$ cat src/rtl/score_event_gen_pkg.sv
// Shared types and widths for the pong score path (anim_gen, sync_mod, score_event_gen).
package score_event_gen_pkg;

  localparam int unsigned Y_W     = 10;
  localparam int unsigned SCORE_W = 4;

  typedef enum logic [2:0] {
    IDLE,
    PLAY,
    SCORED,
    HOLDOFF,
    WAIT_SERVE,
    GAME_OVER
  } ref_state_t;

  typedef enum logic {
    P1 = 1'b0,
    P2 = 1'b1
  } player_t;

endpackage

$ cat src/rtl/score_event_gen_if.sv
// Score-pulse interface between the animation/frame source, score_event_gen and the score counters.
interface score_event_gen_if
  import score_event_gen_pkg::*;
();

  logic           frame_tick;
  logic [Y_W-1:0] ball_y;
  logic           serve_btn;
  logic           score1_pulse;
  logic           score2_pulse;
  logic           ball_freeze;
  logic           serve_dir;
  logic           game_over;
  logic           winner;
  logic           match_clear;

  // Producer (score_event_gen) side
  modport master (
    input  frame_tick, ball_y, serve_btn,
    output score1_pulse, score2_pulse, ball_freeze, serve_dir, game_over, winner, match_clear
  );

  // Consumer (frame source / score counters) side
  modport slave (
    output frame_tick, ball_y, serve_btn,
    input  score1_pulse, score2_pulse, ball_freeze, serve_dir, game_over, winner, match_clear
  );

endinterface

$ cat src/rtl/score_event_gen_btn_sync_edge.sv
// btn_sync_edge: 2-FF synchroniser plus registered rising-edge pulse for an asynchronous button.
module btn_sync_edge (
  input  logic clk_i,
  input  logic rst_i,
  input  logic btn_i,
  output logic pulse_o
);

  logic sync1_q;
  logic sync2_q;
  logic prev_q;
  logic pulse_q;

  // A level-held button yields exactly one pulse
  always_ff @(posedge clk_i or posedge rst_i) begin
    if (rst_i) begin
      sync1_q <= 1'b0;
      sync2_q <= 1'b0;
      prev_q  <= 1'b0;
      pulse_q <= 1'b0;
    end else begin
      sync1_q <= btn_i;
      sync2_q <= sync1_q;
      prev_q  <= sync2_q;
      pulse_q <= sync2_q & ~prev_q;
    end
  end

  assign pulse_o = pulse_q;

endmodule

$ cat src/rtl/score_event_gen.sv
// Goal detector / score-pulse producer with post-goal hold-off, serve handling and match end.
// Optional SCORE_AUTOSERVE_EN: WAIT_SERVE also exits to PLAY after SERVE_TO_FRAMES frame ticks.
module score_event_gen
  import score_event_gen_pkg::*;
#(
  parameter int unsigned TOP_GOAL_Y      = 10,
  parameter int unsigned BOTTOM_GOAL_Y   = 470,
  parameter int unsigned HOLDOFF_FRAMES  = 60,
  parameter int unsigned WIN_SCORE       = 9,
  parameter int unsigned SERVE_TO_FRAMES = 300
) (
  input logic              clk_50,
  input logic              reset,
  score_event_gen_if.master port_if
);

  localparam int unsigned FRM_MAX = (HOLDOFF_FRAMES > SERVE_TO_FRAMES) ? HOLDOFF_FRAMES
                                                                       : SERVE_TO_FRAMES;
  localparam int unsigned FRM_W   = $clog2(FRM_MAX) + 1;

  ref_state_t         state_q, state_d;
  player_t            scorer_q, scorer_d;
  player_t            winner_q, winner_d;
  logic [SCORE_W-1:0] p1_cnt_q, p1_cnt_d;
  logic [SCORE_W-1:0] p2_cnt_q, p2_cnt_d;
  logic [FRM_W-1:0]   frm_cnt_q, frm_cnt_d;
  logic               score1_q, score1_d;
  logic               score2_q, score2_d;
  logic               ball_freeze_q, ball_freeze_d;
  logic               serve_dir_q, serve_dir_d;
  logic               game_over_q, game_over_d;
  logic               match_clear_q, match_clear_d;

  logic serve_evt;
  logic p1_goal;
  logic p2_goal;

  btn_sync_edge u_serve_sync (
    .clk_i   (clk_50),
    .rst_i   (reset),
    .btn_i   (port_if.serve_btn),
    .pulse_o (serve_evt)
  );

  assign p1_goal = (port_if.ball_y >= Y_W'(BOTTOM_GOAL_Y));
  assign p2_goal = (port_if.ball_y <= Y_W'(TOP_GOAL_Y));

  always_ff @(posedge clk_50 or posedge reset) begin
    if (reset) begin
      state_q       <= IDLE;
      scorer_q      <= P1;
      winner_q      <= P1;
      p1_cnt_q      <= '0;
      p2_cnt_q      <= '0;
      frm_cnt_q     <= '0;
      score1_q      <= 1'b0;
      score2_q      <= 1'b0;
      ball_freeze_q <= 1'b1;
      serve_dir_q   <= 1'b0;
      game_over_q   <= 1'b0;
      match_clear_q <= 1'b0;
    end else begin
      state_q       <= state_d;
      scorer_q      <= scorer_d;
      winner_q      <= winner_d;
      p1_cnt_q      <= p1_cnt_d;
      p2_cnt_q      <= p2_cnt_d;
      frm_cnt_q     <= frm_cnt_d;
      score1_q      <= score1_d;
      score2_q      <= score2_d;
      ball_freeze_q <= ball_freeze_d;
      serve_dir_q   <= serve_dir_d;
      game_over_q   <= game_over_d;
      match_clear_q <= match_clear_d;
    end
  end

  always_comb begin
    state_d       = state_q;
    scorer_d      = scorer_q;
    winner_d      = winner_q;
    p1_cnt_d      = p1_cnt_q;
    p2_cnt_d      = p2_cnt_q;
    frm_cnt_d     = frm_cnt_q;
    score1_d      = 1'b0;
    score2_d      = 1'b0;
    serve_dir_d   = serve_dir_q;
    match_clear_d = 1'b0;

    unique case (state_q)
      IDLE: begin
        if (serve_evt) state_d = PLAY;
      end

      // Bottom-zone goal wins when both zones overlap
      PLAY: begin
        if (port_if.frame_tick && (p1_goal || p2_goal)) begin
          scorer_d = p1_goal ? P1 : P2;
          state_d  = SCORED;
        end
      end

      SCORED: begin
        if (scorer_q == P1) begin
          score1_d    = 1'b1;
          serve_dir_d = 1'b1;
          if (p1_cnt_q < SCORE_W'(WIN_SCORE)) p1_cnt_d = p1_cnt_q + SCORE_W'(1);
        end else begin
          score2_d    = 1'b1;
          serve_dir_d = 1'b0;
          if (p2_cnt_q < SCORE_W'(WIN_SCORE)) p2_cnt_d = p2_cnt_q + SCORE_W'(1);
        end
        if ((p1_cnt_d == SCORE_W'(WIN_SCORE)) || (p2_cnt_d == SCORE_W'(WIN_SCORE))) begin
          state_d  = GAME_OVER;
          winner_d = scorer_q;
        end else begin
          state_d   = HOLDOFF;
          frm_cnt_d = '0;
        end
      end

      // Serve presses here are dropped on purpose
      HOLDOFF: begin
        if (port_if.frame_tick) begin
          if (frm_cnt_q == FRM_W'(HOLDOFF_FRAMES - 1)) begin
            state_d   = WAIT_SERVE;
            frm_cnt_d = '0;
          end else begin
            frm_cnt_d = frm_cnt_q + FRM_W'(1);
          end
        end
      end

      WAIT_SERVE: begin
        if (serve_evt) begin
          state_d = PLAY;
`ifdef SCORE_AUTOSERVE_EN
        end else if (port_if.frame_tick) begin
          if (frm_cnt_q == FRM_W'(SERVE_TO_FRAMES - 1)) begin
            state_d   = PLAY;
            frm_cnt_d = '0;
          end else begin
            frm_cnt_d = frm_cnt_q + FRM_W'(1);
          end
`endif
        end
      end

      GAME_OVER: begin
        if (serve_evt) begin
          state_d       = PLAY;
          match_clear_d = 1'b1;
          p1_cnt_d      = '0;
          p2_cnt_d      = '0;
          serve_dir_d   = 1'b0;
        end
      end

      default: state_d = IDLE;
    endcase

    ball_freeze_d = (state_d != PLAY);
    game_over_d   = (state_d == GAME_OVER);
  end

  assign port_if.score1_pulse = score1_q;
  assign port_if.score2_pulse = score2_q;
  assign port_if.ball_freeze  = ball_freeze_q;
  assign port_if.serve_dir    = serve_dir_q;
  assign port_if.game_over    = game_over_q;
  assign port_if.winner       = (winner_q == P2);
  assign port_if.match_clear  = match_clear_q;

endmodule
$ cat src/flat_wrapper.sv
// flat-port wrapper written by rule: the top's interface ports become plain ports
module score_event_gen_flat import score_event_gen_pkg::*;
#(
  parameter int unsigned TOP_GOAL_Y      = 10,
  parameter int unsigned BOTTOM_GOAL_Y   = 470,
  parameter int unsigned HOLDOFF_FRAMES  = 60,
  parameter int unsigned WIN_SCORE       = 9,
  parameter int unsigned SERVE_TO_FRAMES = 300
)
  (clk_50, reset, port_if_frame_tick, port_if_ball_y, port_if_serve_btn, port_if_score1_pulse, port_if_score2_pulse, port_if_ball_freeze, port_if_serve_dir, port_if_game_over, port_if_winner, port_if_match_clear);
  score_event_gen_if port_if_i ();
  input logic clk_50;
  input logic reset;
  input wire logic [$bits(port_if_i.frame_tick)-1:0] port_if_frame_tick;
  input wire logic [$bits(port_if_i.ball_y)-1:0] port_if_ball_y;
  input wire logic [$bits(port_if_i.serve_btn)-1:0] port_if_serve_btn;
  output wire logic [$bits(port_if_i.score1_pulse)-1:0] port_if_score1_pulse;
  output wire logic [$bits(port_if_i.score2_pulse)-1:0] port_if_score2_pulse;
  output wire logic [$bits(port_if_i.ball_freeze)-1:0] port_if_ball_freeze;
  output wire logic [$bits(port_if_i.serve_dir)-1:0] port_if_serve_dir;
  output wire logic [$bits(port_if_i.game_over)-1:0] port_if_game_over;
  output wire logic [$bits(port_if_i.winner)-1:0] port_if_winner;
  output wire logic [$bits(port_if_i.match_clear)-1:0] port_if_match_clear;
  assign port_if_i.frame_tick = port_if_frame_tick;
  assign port_if_i.ball_y = port_if_ball_y;
  assign port_if_i.serve_btn = port_if_serve_btn;
  assign port_if_score1_pulse = port_if_i.score1_pulse;
  assign port_if_score2_pulse = port_if_i.score2_pulse;
  assign port_if_ball_freeze = port_if_i.ball_freeze;
  assign port_if_serve_dir = port_if_i.serve_dir;
  assign port_if_game_over = port_if_i.game_over;
  assign port_if_winner = port_if_i.winner;
  assign port_if_match_clear = port_if_i.match_clear;
  score_event_gen #(.TOP_GOAL_Y(TOP_GOAL_Y), .BOTTOM_GOAL_Y(BOTTOM_GOAL_Y), .HOLDOFF_FRAMES(HOLDOFF_FRAMES), .WIN_SCORE(WIN_SCORE), .SERVE_TO_FRAMES(SERVE_TO_FRAMES)) u_core (.clk_50(clk_50), .reset(reset), .port_if(port_if_i));
endmodule
$ cat config.mk
export PLATFORM = sky130hd
export DESIGN_NAME = score_event_gen_flat
export DESIGN_NICKNAME = d
export VERILOG_FILES = /design/src/rtl/score_event_gen_pkg.sv /design/src/rtl/score_event_gen_if.sv /design/src/rtl/score_event_gen_btn_sync_edge.sv /design/src/rtl/score_event_gen.sv /design/src/flat_wrapper.sv
export SDC_FILE = /design/constraint.sdc
export NUM_CORES = 1
export LEC_CHECK = 0
export BUFFER_PORTS_ARGS = -buffer_cell sky130_fd_sc_hd__buf_2
export CAP_MARGIN = 20
export CORE_ASPECT_RATIO = 0.5
export CORE_MARGIN = 5
export CORE_UTILIZATION = 40
export DETAILED_ROUTE_END_ITERATION = 10
export HOLD_SLACK_MARGIN = 0.12
export PLACE_DENSITY = 0.69
export SETUP_SLACK_MARGIN = 0.3
export SLEW_MARGIN = 20
export SYNTH_ARGS = -nofsm -noshare
export SYNTH_HDL_FRONTEND = slang
export SYNTH_SLANG_ARGS = --single-unit
$ cat constraint.sdc
create_clock -name clk_50 -period 2.05 [get_ports clk_50]
set_input_delay 0 -clock clk_50 [delete_from_list [all_inputs] [get_ports clk_50]]
set_output_delay 0 -clock clk_50 [all_outputs]
set_load 0.05 [all_outputs]
* Word level (Yosys, flattened, before mapping) *
Cells that the tools add are included.
Widths: inputs -> output; s select.

word-level totals
  word-level logic and storage cells = 77
  flip-flop bits (word level) = 33
  input bits = 14
  output and inout port bits = 7

operators by class
  multiplexer cells = 28
  bitwise logic cells = 2
  reductions and logical operators = 11
  equal/unequal tests = 13
  add/sub/neg operators = 3
  order comparisons = 4

operators with widths
  kind                   count
  $mux 10                3
  $mux 4                 7
  $pmux 10 s2            1
  $pmux 4 s2             2
  $mux 3                 5
  $pmux 3 s4             1
  $add 10x1->10 const B  1
  $eq 10x6->1 const B    1
  $ge 10x9->1 const B    1
  $le 10x4->1 const B    1
  $eq 3x3->1 const B     3
  $add 4x1->4 const B    2
  $eq 4x4->1 const B     2
  $lt 4x4->1 const B     2
  $mux 1                 8
  $eq 3x2->1 const B     2
  $ne 2x2->1 const B     3
  $reduce_and 2->1       3
  $reduce_bool 2->1      2
  $eq 3x1->1 const B     1
  $logic_not 3->1        1
  $ne 3x1->1 const B     1
  $reduce_and 3->1       1
  $reduce_or 3->1        1
  5 further kinds        6

* Logic depth before layout (Yosys ltp) *
Gate-level depths: netlist of the first run.

  depth after elaboration = 9
  mapped depth = 8
  gate-level depth less buffers = 7

* Modules after synthesis *
A second synthesis of the first run with hierarchy kept.

second synthesis, totals
  cell total of the unflattened synthesis = 176
  area total of the unflattened synthesis = 1760.4 µm²

modules (own cells, without submodules)
  module           cells an instance  sequential area each (µm²)  times used  area an instance (µm²)
  score_event_gen  170                726.9                       1           1642.8
  btn_sync_edge    6                  100.1                       1           117.6

* Least setup slack after synthesis of the first run *
OpenSTA, ideal clock, no wires.

  path kind = reg-to-reg
  from = register u_core.p2_cnt_q[1]
  to = register u_core.winner_q (netlist: u_core.port_if.winner)
  required time = 1925 ps
  buffers on the path = 0
  arrival time = 1842 ps
  library setup time = 125 ps
  cell stages (with the launch flop) = 8
  period minus slack after synthesis = 1967 ps
  path slack = 83 ps
  cell sequence = dfrtp_1 > inv_1 > ha_1 > nor2b_1 > o211a_1 > a2111oi_4 > a32oi_2 > mux2_4

on the way
  longest elaborated chain between the ends = 7
  elaborated cells on any way between the ends = 8
  those cells by class = 1 x add/sub; 1 x order compare; 1 x eq/ne; 3 x mux; 2 x reduce/logical

ends and longest elaborated chain
  element                                    RTL line                RTL
  from (decl)                                score_event_gen.sv:25   logic [SCORE_W-1:0] p2_cnt_q, p2_cnt_d;
  from (signal assigned)                     score_event_gen.sv:67   p2_cnt_q <= p2_cnt_d;
  $add 4x1->4 or $lt 4x4->1 (tied branches)  score_event_gen.sv:111  if (p2_cnt_q < SCORE_W'(WIN_SCORE)) p2_cnt_d = p2_cnt_q + SCORE_W'(1);
  $mux 4                                     score_event_gen.sv:111
  $mux 4 *                                   score_event_gen.sv:104  if (scorer_q == P1) begin
  $mux 4 *                                   score_event_gen.sv:90   unique case (state_q)
  $eq 4x4->1 *                               score_event_gen.sv:113  if ((p1_cnt_d == SCORE_W'(WIN_SCORE)) || (p2_cnt_d == SCORE_W'(WIN_SCORE))) begin
  $logic_or 1x1->1 *                         score_event_gen.sv:113
  $reduce_and 2->1 (no line) *               -
  to (signal assigned)                       score_event_gen.sv:65   winner_q <= winner_d;
  to (decl)                                  score_event_gen.sv:23   player_t winner_q, winner_d;

Mark *: on every way between the ends. The rest lies on a longest branch, timed or not. The select of a mux whose other input is x is not followed.
A chain may end at the register's enable or synchronous reset.

* Worst setup path in the final report of the first run *
  from = register u_core.p1_cnt_q[0]
  to = register u_core.frm_cnt_q[7]

on the way
  longest elaborated chain between the ends = 8
  elaborated cells on any way between the ends = 9
  those cells by class = 1 x add/sub; 1 x order compare; 2 x eq/ne; 3 x mux; 2 x reduce/logical

ends and longest elaborated chain
  element                                    RTL line                RTL
  from (decl)                                score_event_gen.sv:24   logic [SCORE_W-1:0] p1_cnt_q, p1_cnt_d;
  from (signal assigned)                     score_event_gen.sv:66   p1_cnt_q <= p1_cnt_d;
  $add 4x1->4 or $lt 4x4->1 (tied branches)  score_event_gen.sv:107  if (p1_cnt_q < SCORE_W'(WIN_SCORE)) p1_cnt_d = p1_cnt_q + SCORE_W'(1);
  $mux 4                                     score_event_gen.sv:107
  $mux 4 *                                   score_event_gen.sv:104
  $mux 4 *                                   score_event_gen.sv:90
  $eq 4x4->1 *                               score_event_gen.sv:113
  $logic_or 1x1->1 *                         score_event_gen.sv:113
  $ne 2x2->1 (no line) *                     -
  $reduce_and 3->1 (no line) *               -
  to (signal assigned)                       score_event_gen.sv:68   frm_cnt_q <= frm_cnt_d;
  to (decl)                                  score_event_gen.sv:26   logic [FRM_W-1:0] frm_cnt_q, frm_cnt_d;

Marks and branches as above.

==> results of run 1 <==
==> tightest hold or removal path: cells and delay by family <==
family / cells / cell delay (ns)
buffers and inverters: 1 / 0.11
and+or+nand+nor: 1 / 0.13
AOI/OAI and AO/OA: 3 / 0.19
==> repair_timing <==
action	4_1_cts	5_1_grt
endpoints found under the hold margin	36	0
gates resized for setup	12	7
setup endpoints to repair	14	16
setup buffers	6	2
pin swaps	12	5
hold buffers	8	0
gates cloned	1	0
==> synth_stat cells (all sizes together) (2+ instances only) <==
cell	n	area [µm²]
inv	11	41.29
o22ai	5	31.28
a21oi	9	45.04
nor3b	2	15.01
mux2i	2	32.53
nor2b	5	31.28
nor3	7	35.03
o211ai	3	22.52
clkbuf	4	16.26
nand2b	3	26.27
nand4	3	18.77
a2111oi	2	55.05
a21o	3	30.02
o21ai	13	68.81
or4	2	18.77
nor2	12	45.04
nand4b	2	17.52
nand2	23	88.84
a31oi	6	37.54
ha	5	62.56
nand3	6	30.03
a41oi	3	26.28
buf	5	40.04
dfrtp	32	800.8
==> routing by layer <==
layer	vias to the layer above	track usage [%]
met4	0	6.193
li1	775	-
met1	764	16.45
met3	10	3.614
met2	21	24.87
met5	-	0
==> stage by stage <==
step | area [µm²] | power (mW) | worst slack [ns] | utilization (%) | std cells
floorplan | 1891 | 1.653 | 0.1344 | - | 191
global placement | 2058 | 1.817 | 0.08871 | 46.08 | 266
detailed placement | 2058 | 1.852 | 0.02945 | 46.08 | 266
CTS | 2338 | 2.627 | 0.1956 | 52.35 | 289
global route | 2381 | 2.806 | 0.07752 | 53.31 | 291
finish | 2381 | 2.649 | 0.1756 | 53.31 | 291
==> cell families (layout without fill, tap and decap cells) <==
group                      Yosys count  after routing  share of synthesized area, %
and+or+nand+nor                     73             73                         20.93
AOI/OAI and AO/OA                   55             55                         23.00
DFF                                 33             33                         44.07
buffers and inverters               20             63                         5.200
adders and majority gates            5              5                         3.333
muxes                                3              3                         2.533
xor gates and xnor gates             2              2                        0.9335
==> cell type report <==
class / count / share of cell area (%)
timing repair buffer: 44 / 12.82
multi-input combinational: 138 / 42.72
tap: 57 / 2.995
sequential: 33 / 34.89
clock inverter: 3 / 1.944
inverter: 11 / 1.734
clock buffer: 5 / 2.890
==> worst max-delay path by stage <==
stage	slack (ns)	endpoint	depth (start not counted)
after detailed placement	0.03	u_core.frm_cnt_q[7]	8
after global routing	0.08	u_core.frm_cnt_q[7]	8
after global placement	0.09	u_core.frm_cnt_q[7]	8
after floorplan	0.13	u_core.port_if.winner	7
after CTS	0.20	u_core.frm_cnt_q[7]	8
final	0.18	u_core.frm_cnt_q[7]	8
==> state kept, by name, indices dropped and copies added, names as in the netlist, 3 cells and up <==
signal            cells
u_core.p1_cnt_q       4
u_core.state_q        3
u_core.frm_cnt_q     10
u_core.p2_cnt_q       4
==> power by group through the flow <==
stage / clock network (mW) / registers [mW] / logic (mW)
floorplan: 0 / 0.969 / 0.684
global placement: 0 / 0.909 / 0.908
detailed placement: 0 / 0.921 / 0.931
CTS: 0.637 / 0.906 / 1.08
global route: 0.674 / 0.937 / 1.20
finish: 0.621 / 0.923 / 1.10
==> results.md, run 1 <==
Routing:
- After detailed routing, the number of vias per cell comes to 5.395.
- The detail route stage leaves a number of antenna-violating nets equal to 0.
- The iteration count of the initial detailed-routing pass is 4.
- The met3 layer wire length in the routed design is 138 µm.
- Dividing the detail-routed wire length by the instance count gives 14.32 µm.
- In the final routing, the length of wire on met1 measures 1842 µm.
- The routed design has 4168 µm of wire.
- The met2 wire length is 2110 µm.
- The highest signal layer in the routed design is met4.
- The initial detailed-routing violation count is 49.
- The number of remaining DRC errors is 0.
- The count of vias placed by the detailed router is 1570.

Floorplan:
- The core region is 4467 µm².
- The die footprint is 6245 µm².
- The initial utilization of the core area, before any placement, comes to 42.02%.
- During I/O placement, the number of pins put on the boundary was 21.
- The die boundary width is 106.9 µm.
- The die is 58.44 µm tall.
- The placement row count is 17.

Worst setup path:
- The worst path required time is 2.21 ns.
- For the worst setup path, the data arrival time is 2.04 ns.
- The critical path contains buffers and inverters numbering 2 combined.
- The register-to-register setup slack is 0.18 ns.
- In this design, the stage delay of the slowest critical-path cell is 0.44 ns.
- Walking the worst path, the cells encountered are inv_2 -> ha_4 -> nand2b_4 -> a21o_4 -> mux2i_4 -> a311oi_2 -> buf_4 -> o211ai_1.
- The critical path in this run is classified as reg2reg.
- STA classifies the critical path startpoint as a register.
- The slowest stage of the critical path is the dfrtp_2 cell.
- The worst register-to-register path ends at u_core.frm_cnt_q[7].
- The maximum fanout along the worst path is 6.
- The startpoint identified for the worst register-to-register timing path is u_core.p1_cnt_q[0].
- The critical path endpoint category is a register.
- The kind of cell with the highest combined delay on the critical path is compound AO/OA/AOI/OAI gates.
- Tracing the worst setup path back leads to its startpoint at u_core.p1_cnt_q[0].
- Measured in cells, the most critical reg-to-reg path has a length of 8.

Global route:
- The number of antenna violations at the first check in global routing is 0.
- The global-route wire length before repair is 6789 µm.
- Entering global routing, the biggest net connects 34 pins.
- The global-route usage over all layers is 14.05%.
- The remaining global-route overflow is 0.
- The via count of the first global-routing pass came to 1491.

Power and ir drop:
- The internal portion of the total power is 1.639 mW.
- For this design the ratio of total power to cell area is 1112 nW/µm².
- The share of total power in combinational logic is 41.7%.
- The proportion of power drawn by flip-flops and latches is 34.8%.
- The power share of the clock group is 23.5%.
- The leakage power is 1.026 nW.
- In this run switching power makes up 38.13% of total power.
- The worst supply voltage drop on vdd is 376.3 µV.
- The power spent charging and discharging nets is 1.010 mW.

Timing:
- The max-slew violation count was 0.
- The final period utilization is 91.43%.
- Clock skew on the completed layout was measured at 0.002561 ns.
- The setup TNS is 0 ns.
- The number of endpoints with negative hold slack in the final report is 0.
- The clock period minus worst slack is 1.874 ns.
- The maximum operating frequency is 533.5 MHz.
- The headroom to the max-slew limit is 67.31%.
- Setup violations remaining at the end of the flow were counted as 0.
- Setup repair after global routing could not meet its margin everywhere.
- The post-route worst hold slack is 0.1659 ns.
- The transition time at the pin with the least slew margin is 0.4885 ns.

Logic synthesis:
- Sequential cells were found to cover 44.07% of the synthesized design area.
- Synthesis inferred 33 register bits.
- The Yosys step of the flow raised 0 warnings.
- Counting distinct cell types in the post-synthesis netlist gives 58.
- After technology mapping, the gate count stands at 191.
- The number of enable flip-flop cells after synthesis is 0.
- The post-synthesis instance area is 1877 µm².
- Synthesis produced a netlist with a net count of 210.
- The most used flip-flop cell after synthesis is dfrtp_1.
- The average instance in the mapped netlist occupies 9.826 µm².
- Counting flops with an async set or reset pin after synthesis yields a share of 100.0%.

Clock network:
- Clock tree synthesis found a total of 33 sinks.
- In this run the deepest clock path goes through 2 buffers.
- TritonCTS created 5 clock buffers.
- The clock latency reported for the late side of the worst-skew pair is 0.29 ns.
- The clock tree synthesis step divided the H-tree into 2 levels.
- The CTS tree is done.
- The clock transition at the register clock pins on the worst setup and hold paths after CTS is 0.07 ns.
- The root buffer cell is clkbuf_8.

Final layout:
- Summing all multi-input logic gate instances after layout gives 1017 µm².
- The library cell used most frequently in the layout, excluding fill and tap cells, is dfrtp_1.
- Counting the fill cells in the layout gives 391.
- The top cell types in the final layout, fill and taps aside, are dfrtp_1, nand2_1, buf_2, buf_4, nor2_1.
- The fraction of final layout cells with drive strength greater than 1 is 32.91%.
- The net count of the finished layout is 252.
- From synthesis to final layout, the design area changed by 26.87%.
- The number of diodes added for antenna fixing is 0.
- Summing all flip-flop and latch instances after layout gives 830.8 µm².

Placement:
- Buffers placed on the I/O ports in this run total 20.
- The routability-driven placement congestion ratio is 0.8158.
- The half-perimeter wire length after placement is 2748 µm.

Worst hold path:
- The startpoint identified for the worst hold timing path is port_if_ball_y[7].
- The class of the worst hold path is in2reg.
- The worst min-delay path endpoint is u_core.scorer_q.
- The instance count along the most critical hold path is 5.

Outcome:
- The run finished with clean final reports.

Flow run:
- The tool flagged a number of max-cap violations equal to 0.
Note: power is estimated with default switching activity, not from simulation.
==> run 2: changes to the inputs <==
--- a/config.mk
+++ b/config.mk
@@ -9,8 +9,10 @@
 export CAP_MARGIN = 20
+export CELL_PAD_IN_SITES_DETAIL_PLACEMENT = 2
+export CELL_PAD_IN_SITES_GLOBAL_PLACEMENT = 2
 export CORE_ASPECT_RATIO = 0.5
 export CORE_MARGIN = 5
-export CORE_UTILIZATION = 40
+export CORE_UTILIZATION = 33
 export DETAILED_ROUTE_END_ITERATION = 10
 export HOLD_SLACK_MARGIN = 0.12
-export PLACE_DENSITY = 0.69
+export PLACE_DENSITY = 0.84
 export SETUP_SLACK_MARGIN = 0.3
--- a/constraint.sdc
+++ b/constraint.sdc
@@ -3,2 +3,2 @@
 set_output_delay 0 -clock clk_50 [all_outputs]
-set_load 0.05 [all_outputs]
+set_load 0.02 [all_outputs]
==> run 2 against run 1 <==
First-iteration DRC count increased by 98%. Final area is 6.5% higher. Final cell count rose by 6.5%. Sequential share of layout area shrank 2.0 points. Sequential power rose by 2.8%. Clock skew grew 0.0032 ns. Utilization shrank 7.1 points. Clock power grew 26%. Count of clock-buffer cells in the layout grew 3. Die area up 18%. Global-route usage grew 6.8 points. Combinational power rose by 35%. Critical endpoint is now u_core.port_if.winner.
==> results.md, run 2 (synthesis results as in run 1) <==
Final layout:
- The number of flip-flops in the largest register was 10 (unchanged).
- The fraction of final layout cells with drive strength greater than 1 came to 42.62% (was 32.91%).
- The final core utilization is 46.16% (was 53.31%).
- The filler cell count in the final layout is 555 (was 391).
- The number of non-filler instances in the completed layout is 310 (was 291).
- Highest-count cells in the layout ignoring fill and taps: dfrtp_1, buf_4, nand2_1, buf_2, nor2_1 (was dfrtp_1, nand2_1, buf_2, buf_4, nor2_1).
- The net count of the finished layout was 255 (was 252).
- The storage element area was 833.3 µm² (was 830.8 µm²).
- The area growth from synthesis to final layout is 35.07% (was 26.87%).
- The register with the most flip-flops is u_core.frm_cnt_q (unchanged).
- The most frequent standard cell in the layout excluding fill and tap cells is dfrtp_1 (unchanged).
- The footprint of the multi-input gates was 1105 µm² (was 1017 µm²).
- Top Registers: u_core.frm_cnt_q: 10 flops, u_core.p1_cnt_q: 4 flops, u_core.p2_cnt_q: 4 flops (unchanged).
- The number of diodes added for antenna fixing is 0 (unchanged).

Routing:
- The count of vias placed by the detailed router is 1793 (was 1570).
- The mean number of vias per cell is 5.784 (was 5.395).
- The initial detailed-routing violation count is 97 (was 49).
- The routed wire length is 7941 µm (was 4168 µm).
- The iteration count of the initial detailed-routing pass is 4 (unchanged).
- The routed length per instance is 25.62 µm (was 14.32 µm).
- The number of remaining DRC errors is 0 (unchanged).
- The number of antenna-violating nets in the routed design is 0 (unchanged).

Worst setup path:
- The critical path endpoint category is a register (unchanged).
- The kind of cell with the highest combined delay on the critical path is compound AO/OA/AOI/OAI gates (unchanged).
- The launch point of the worst reg-to-reg path is u_core.p2_cnt_q[1] (was u_core.p1_cnt_q[0]).
- The critical-path cell with the highest stage delay is a2111oi_4 (was dfrtp_2).
- The register-to-register setup slack is 0.003 ns (was 0.18 ns).
- The path depth of the worst reg2reg path is 7 (was 8).
- The data arrival time of the critical path is 2.21 ns (was 2.04 ns).
- The combined buffer and inverter count along the critical path is 1 (was 2).
- The maximum fanout along the worst path is 3 (was 6).
- Critical path cell sequence: inv_2 -> ha_4 -> nor2b_4 -> o211a_1 -> a2111oi_4 -> a32oi_2 -> mux2_4 (was inv_2 -> ha_4 -> nand2b_4 -> a21o_4 -> mux2i_4 -> a311oi_2 -> buf_4 -> o211ai_1).
- The critical path startpoint category is a register (unchanged).
- The logic depth of the worst setup path including buffers is 7 (was 8).
- The destination of the worst register-to-register timing path is u_core.port_if.winner (was u_core.frm_cnt_q[7]).
- The path type of the worst setup path is reg2reg (unchanged).
- The largest stage delay on the critical path was 0.41 ns (was 0.44 ns).
- The worst path required time is 2.22 ns (was 2.21 ns).

Global route:
- The number of antenna violations at the first check in global routing is 0 (unchanged).
- The remaining global-route overflow is 0 (unchanged).
- The via count of the first global-routing pass is 1991 (was 1491).
- The maximum number of pins on one net before global-route repair is 34 (unchanged).
- The global-route wire length before repair was 11460 µm (was 6789 µm).
- The global-route usage over all layers is 20.81% (was 14.05%).

Clock network:
- The clock sink total is 33 (unchanged).
- The clock latency reported for the late side of the worst-skew pair is 0.29 ns (about the same).
- The root buffer cell is clkbuf_16 (was clkbuf_8).
- The H-tree depth is 2 (unchanged).
- The number of clock buffers inserted by TritonCTS is 5 (unchanged).
- The clock tree buffer depth is 2 (unchanged).
- The clock transition at the register clock pins on the worst setup and hold paths after CTS is 0.06 ns (was 0.07 ns).
- The CTS tree was done (unchanged).

Worst hold path:
- The class of the worst hold path is in2reg (unchanged).
- The hold path startpoint is port_if_ball_y[4] (was port_if_ball_y[7]).
- The worst min-delay path endpoint is u_core.scorer_q (unchanged).
- The instance count along the most critical hold path is 4 (was 5).

Power and ir drop:
- The leakage power came to 1.082 nW (was 1.026 nW).
- The worst supply voltage drop on vdd is 447.2 µV (was 376.3 µV).
- The areal power density over the cells was 1273 nW/µm² (was 1112 nW/µm²).

Outcome:
- Result of the run: finished clean (unchanged).

Timing:
- Unrepaired setup endpoints after global routing: yes (unchanged).
- The final period utilization is 99.86% (was 91.43%).
- The setup TNS was 0 ns (unchanged).
- The number of endpoints with negative hold slack in the final report is 0 (unchanged).
- The transition time at the pin with the least slew margin is 0.4591 ns (was 0.4885 ns).
- The clock period minus worst slack is 2.047 ns (was 1.874 ns).
- The worst setup skew after layout is 0.005736 ns (was 0.002561 ns).
- The setup-violating endpoint count in the final report came to 0 (unchanged).
- The max-slew violation count is 0 (unchanged).
- The maximum operating frequency was 488.5 MHz (was 533.5 MHz).
- The headroom to the max-slew limit came to 69.39% (was 67.31%).

Flow run:
- The max-capacitance violation count is 0 (unchanged).

Floorplan:
- The number of top-level pins is 21 (unchanged).
- The placement row count was 19 (was 17).
- The die footprint is 7387 µm² (was 6245 µm²).
- The height of the die came to 63.33 µm (was 58.44 µm).
- The die boundary width is 116.7 µm (was 106.9 µm).
- The initial core utilization is 34.18% (was 42.02%).
- The placeable core region was 5492 µm² (was 4467 µm²).

Placement:
- The total of buffers placed on input and output ports is 20 (unchanged).
- The routability-driven placement congestion ratio is 0.8261 (was 0.8158).
- The number of placed instances with taps included was 284 (was 266).
- The half-perimeter wire length after placement came to 3919 µm (was 2748 µm).
==> run 2: changes by cell type in the layout (fill, tap and decap cells not counted), moves of 2 or more <==
| cell | before | now |
|---|---|---|
| dlygate4sd3_1 | 8 | 3 |
| dfrtp_1 | 29 | 27 |
| dfrtp_2 | 3 | 5 |
| o21ai_2 | 2 | 9 |
| clkbuf_16 | 0 | 5 |
| clkbuf_8 | 5 | 1 |
| o21ai_1 | 8 | 1 |
| o22ai_1 | 5 | 3 |
| o22ai_2 | 0 | 2 |
| buf_4 | 13 | 22 |
| clkbuf_1 | 0 | 2 |
==> run 2: layout make-up <==
type / count / share of cell area, %
Inverter: 11 / 1.629
Tap cell: 73 / 3.603
Sequential cell: 33 / 32.87
Multi-Input combinational cell: 138 / 43.58
Timing Repair Buffer: 47 / 12.54
Clock buffer: 8 / 5.775
==> run 2: power by group <==
| part | switching, mW | internal [mW] |
|---|---|---|
| Clock | 0.297 | 0.485 |
| Combinational | 0.839 | 0.655 |
| Sequential | 0.163 | 0.785 |
==> run 2: per-stage QoR <==
step	total power, mW	area [µm²]	worst slack, ns	hold WS, ns
floorplan	1.590	1891	0.1344	0.03143
global placement	1.790	2093	0.09866	0.1103
global route	3.361	2535	-0.04528	0.2151
CTS	2.994	2467	0.08764	0.1439
finish	3.226	2535	0.002798	0.1909
detailed placement	1.885	2093	0.04902	0.1172
==> run 2: how the worst max path moves through the flow <==
stage / end / from
2_1_floorplan: u_core.port_if.winner / u_core.p2_cnt_q[1]
3_3_place_gp: u_core.state_q[1] / u_core.p2_cnt_q[0]
3_5_place_dp: u_core.frm_cnt_q[7] / u_core.p1_cnt_q[1]
4_1_cts: u_core.port_if.winner / u_core.p2_cnt_q[1]
5_1_grt: u_core.port_if.winner / u_core.p2_cnt_q[1]
6_report: u_core.port_if.winner / u_core.p2_cnt_q[1]
==> run 2: repair_timing <==
item,CTS,global route
resized for setup,32,9
buffers inserted,8,6
hold buffers,3,0
setup endpoints to repair,20,23
pin swaps,18,0
endpoints found under the hold margin,34,0
cloned,1,0
==> run 2: per-layer routing <==
layer / up-vias / track usage [%] / part of all wire [%] / routed length, µm
met1: 938 / 24.37 / 42 / 3369
met5: - / 0 / 0 / 0
met2: 50 / 35.97 / 50 / 3989
met3: 25 / 4.780 / 3.4 / 268
li1: 780 / - / - / -
met4: 0 / 9.728 / 3.9 / 313
==> run 2: tightest hold or removal path: cells and delay by family <==
family | cells | cell delay (ns)
AOI/OAI and AO/OA | 3 | 0.31
buffers and inverters | 1 | 0.11
==> run 3: changes to the inputs <==
- CORE_UTILIZATION: 33 -> 39
- HOLD_SLACK_MARGIN: 0.12 -> unset
- PLACE_DENSITY: 0.84 -> 0.92
- clock period: 2.05 -> 2.46 ns (I/O delays scaled with it)
==> run 3 against run 2 <==
Utilization is 3.2 points higher. Sequential cell count stayed put. Critical path depth is 1 higher. Critical path type unchanged. Largest power group unchanged.
==> results.md, run 3 (synthesis results as in run 1) <==
Global route:
- The number of antenna violations at the first check in global routing is 0 (unchanged).
- The remaining global-route overflow is 0 (unchanged).
- The maximum number of pins on one net before global-route repair is 21 (was 34).
- The global-route wire length before repair is 11360 µm (was 11460 µm).
- The global-route usage over all layers is 24.06% (was 20.81%).
- The via count of the first global-routing pass is 1930 (was 1991).

Clock network:
- The number of clock buffers inserted by TritonCTS is 5 (unchanged).
- The clock latency reported for the late side of the worst-skew pair is 0.30 ns (was 0.29 ns).
- The CTS tree is done (unchanged).
- The clock tree buffer depth was 2 (unchanged).
- The clock transition at the register clock pins on the worst setup and hold paths after CTS came to 0.07 ns (was 0.06 ns).
- The root buffer cell is clkbuf_8 (was clkbuf_16).
- The H-tree depth was 2 (unchanged).
- The clock sink total was 33 (unchanged).

Routing:
- The mean number of vias per cell is 5.843 (was 5.784).
- The routed metal-1 wirelength is 3191 µm (was 3369 µm).
- The highest signal layer in the routed design was met4 (unchanged).
- The number of remaining DRC errors is 0 (unchanged).
- The number of antenna-violating nets in the routed design is 0 (unchanged).
- The iteration count of the initial detailed-routing pass was 4 (unchanged).
- The count of vias placed by the detailed router was 1677 (was 1793).
- The met3 layer wire length in the routed design was 153 µm (was 268 µm).
- The initial detailed-routing violation count is 68 (was 97).
- The routed wire length was 7049 µm (was 7941 µm).
- The routed length per instance is 24.56 µm (was 25.62 µm).
- The met2 wire length is 3636 µm (was 3989 µm).

Worst hold path:
- The hold path startpoint is port_if_ball_y[5] (was port_if_ball_y[4]).
- The class of the worst hold path was in2reg (unchanged).
- The worst min-delay path endpoint is u_core.scorer_q (unchanged).
- The instance count along the most critical hold path is 4 (unchanged).

Final layout:
- The register with the most flip-flops was u_core.frm_cnt_q (unchanged).
- Highest-count cells in the layout ignoring fill and taps: dfrtp_1, nand2_1, buf_2, nor2_1, a21oi_1 (was dfrtp_1, buf_4, nand2_1, buf_2, nor2_1).
- The number of diodes added for antenna fixing is 0 (unchanged).
- The area growth from synthesis to final layout is 19.20% (was 35.07%).
- Top Registers: u_core.frm_cnt_q: 10 flops, u_core.p1_cnt_q: 4 flops, u_core.p2_cnt_q: 4 flops (unchanged).
- The filler cell count in the final layout came to 481 (was 555).
- The number of flip-flops in the largest register is 10 (unchanged).
- The net count of the finished layout came to 239 (was 255).
- The fraction of final layout cells with drive strength greater than 1 came to 29.41% (was 42.62%).
- The most frequent standard cell in the layout excluding fill and tap cells is dfrtp_1 (unchanged).

Timing:
- The number of endpoints with negative hold slack in the final report is 0 (unchanged).
- The worst setup skew after layout is 0.01078 ns (was 0.005736 ns).
- The clock period minus worst slack is 2.090 ns (was 2.047 ns).
- The transition time at the pin with the least slew margin is 0.8165 ns (was 0.4591 ns).
- The maximum operating frequency was 478.4 MHz (was 488.5 MHz).
- The post-route worst hold slack is 0.1323 ns (was 0.1909 ns).
- Unrepaired setup endpoints after global routing: no (was yes).
- The setup-violating endpoint count in the final report is 0 (unchanged).
- The max-slew violation count is 0 (unchanged).
- The final period utilization is 84.98% (was 99.86%).
- The setup TNS is 0 ns (unchanged).
- The headroom to the max-slew limit is 45.50% (was 69.39%).

Power and ir drop:
- The net switching fraction of the power was 43.26% (was 40.30%).
- The proportion of power drawn by flip-flops and latches came to 37.3% (was 29.4%).
- The areal power density over the cells is 960.4 nW/µm² (was 1273 nW/µm²).
- The leakage power is 0.9693 nW (was 1.082 nW).
- The share of total power in combinational logic is 41.6% (was 46.3%).
- The power share of the clock group is 21.1% (was 24.3%).
- The worst supply voltage drop on vdd is 323.4 µV (was 447.2 µV).
- The internal power of the cells was 1.219 mW (was 1.926 mW).
- The power spent charging and discharging nets was 929.4 µW (was 1.300 mW).
- The overall power consumption was 2.148 mW (was 3.226 mW).

Floorplan:
- The die footprint is 6384 µm² (was 7387 µm²).
- The number of top-level pins is 21 (unchanged).
- The initial core utilization is 41.43% (was 34.18%).
- The placeable core region is 4531 µm² (was 5492 µm²).
- The placement row count is 17 (was 19).
- The die boundary width is 108.1 µm (was 116.7 µm).
- The height of the die is 59.06 µm (was 63.33 µm).

Worst setup path:
- The path type of the worst setup path was reg2reg (unchanged).
- The critical path startpoint category is a register (unchanged).
- The worst path required time is 2.63 ns (was 2.22 ns).
- The destination of the worst register-to-register timing path is u_core.state_q[1] (was u_core.port_if.winner).
- The maximum fanout along the worst path is 6 (was 3).
- Critical path cell sequence: inv_2 -> ha_4 -> nor2b_4 -> o211a_1 -> a2111oi_4 -> a311oi_4 -> buf_6 -> o21bai_2 (was inv_2 -> ha_4 -> nor2b_4 -> o211a_1 -> a2111oi_4 -> a32oi_2 -> mux2_4).
- The path depth of the worst reg2reg path is 8 (was 7).
- The critical-path cell with the highest stage delay is a2111oi_4 (unchanged).
- The critical path endpoint category is a register (unchanged).
- The register-to-register setup slack came to 0.37 ns (was 0.003 ns).
- The data arrival time of the critical path is 2.26 ns (was 2.21 ns).
- The largest stage delay on the critical path came to 0.43 ns (was 0.41 ns).
- The launch point of the worst reg-to-reg path is u_core.p2_cnt_q[0] (was u_core.p2_cnt_q[1]).

Flow run:
- The max-capacitance violation count was 0 (unchanged).

Placement:
- The total of buffers placed on input and output ports was 20 (unchanged).
- The half-perimeter wire length after placement came to 4101 µm (was 3919 µm).
- The routability-driven placement congestion ratio is 0.8565 (was 0.8261).

Outcome:
- Result of the run: finished clean (unchanged).
## run 3: cell count changes in the layout (fill, tap and decap cells not counted), sizes merged
cell         before  now
dlygate4sd3       3    2
buf              44   29
## run 3: stage by stage
| stage | setup WS, ns | instances | util, % | area [µm²] |
|---|---|---|---|---|
| floorplan | 0.4926 | 191 | - | 1877 |
| global placement | 0.4099 | 271 | 44.71 | 2026 |
| detailed placement | 0.1290 | 271 | 44.71 | 2026 |
| CTS | 0.2932 | 287 | 48.85 | 2213 |
| global route | 0.3067 | 287 | 49.38 | 2237 |
| finish | 0.3695 | 287 | 49.38 | 2237 |
## run 3: worst max path at each step
stage,start,depth (start not counted),slack (ns),end
6_report,u_core.p2_cnt_q[0],8,0.37,u_core.state_q[1]
5_1_grt,u_core.p1_cnt_q[0],8,0.31,u_core.state_q[1]
4_1_cts,u_core.p2_cnt_q[0],7,0.29,u_core.port_if.winner
3_5_place_dp,u_core.p2_cnt_q[1],8,0.13,u_core.frm_cnt_q[7]
3_3_place_gp,u_core.p2_cnt_q[1],8,0.41,u_core.state_q[1]
2_1_floorplan,u_core.p2_cnt_q[1],7,0.49,u_core.port_if.winner
## run 3: timing repair
action / 4_1_cts / 5_1_grt
hold endpoints to repair: 19 / 0
buffers inserted: 5 / 0
cloned: 1 / 0
resized for setup: 8 / 9
hold buffers: 2 / 0
pin swaps: 4 / 2
setup endpoints to repair: 14 / 13
## run 3: worst max-delay path: cells and delay by family, from the launching register on
family,cells,cell delay (ns)
AO/OA/AOI/OAI,4,1.02
flip-flops,1,0.38
buffers and inverters,2,0.25
adder cells (fa/ha/maj),1,0.18
AND/OR/NAND/NOR,1,0.13
## run 3: final cells by class
class                           instances  area (µm²)  area share (%)
Sequential cell                        33       830.8           37.14
Multi-Input combinational cell        138        1001           44.74
Timing Repair Buffer                   31       191.4           8.557
Clock buffer                            8       90.09           4.027
Tap cell                               66       82.58           3.691
Inverter                               11       41.29           1.846
## run 3: layer usage
metal  track usage, %  vias up
met4            8.453        0
met3            5.005        8
met2            43.55       23
met5                0        -
met1            28.90      892
li1                 -      754
## run 3: power groups by stage
stage | registers, mW | clock network (mW) | logic, mW
floorplan | 0.754 | 0 | 0.564
global placement | 0.765 | 0 | 0.676
detailed placement | 0.782 | 0 | 0.742
CTS | 0.778 | 0.447 | 0.840
global route | 0.809 | 0.496 | 0.959
finish | 0.801 | 0.454 | 0.894
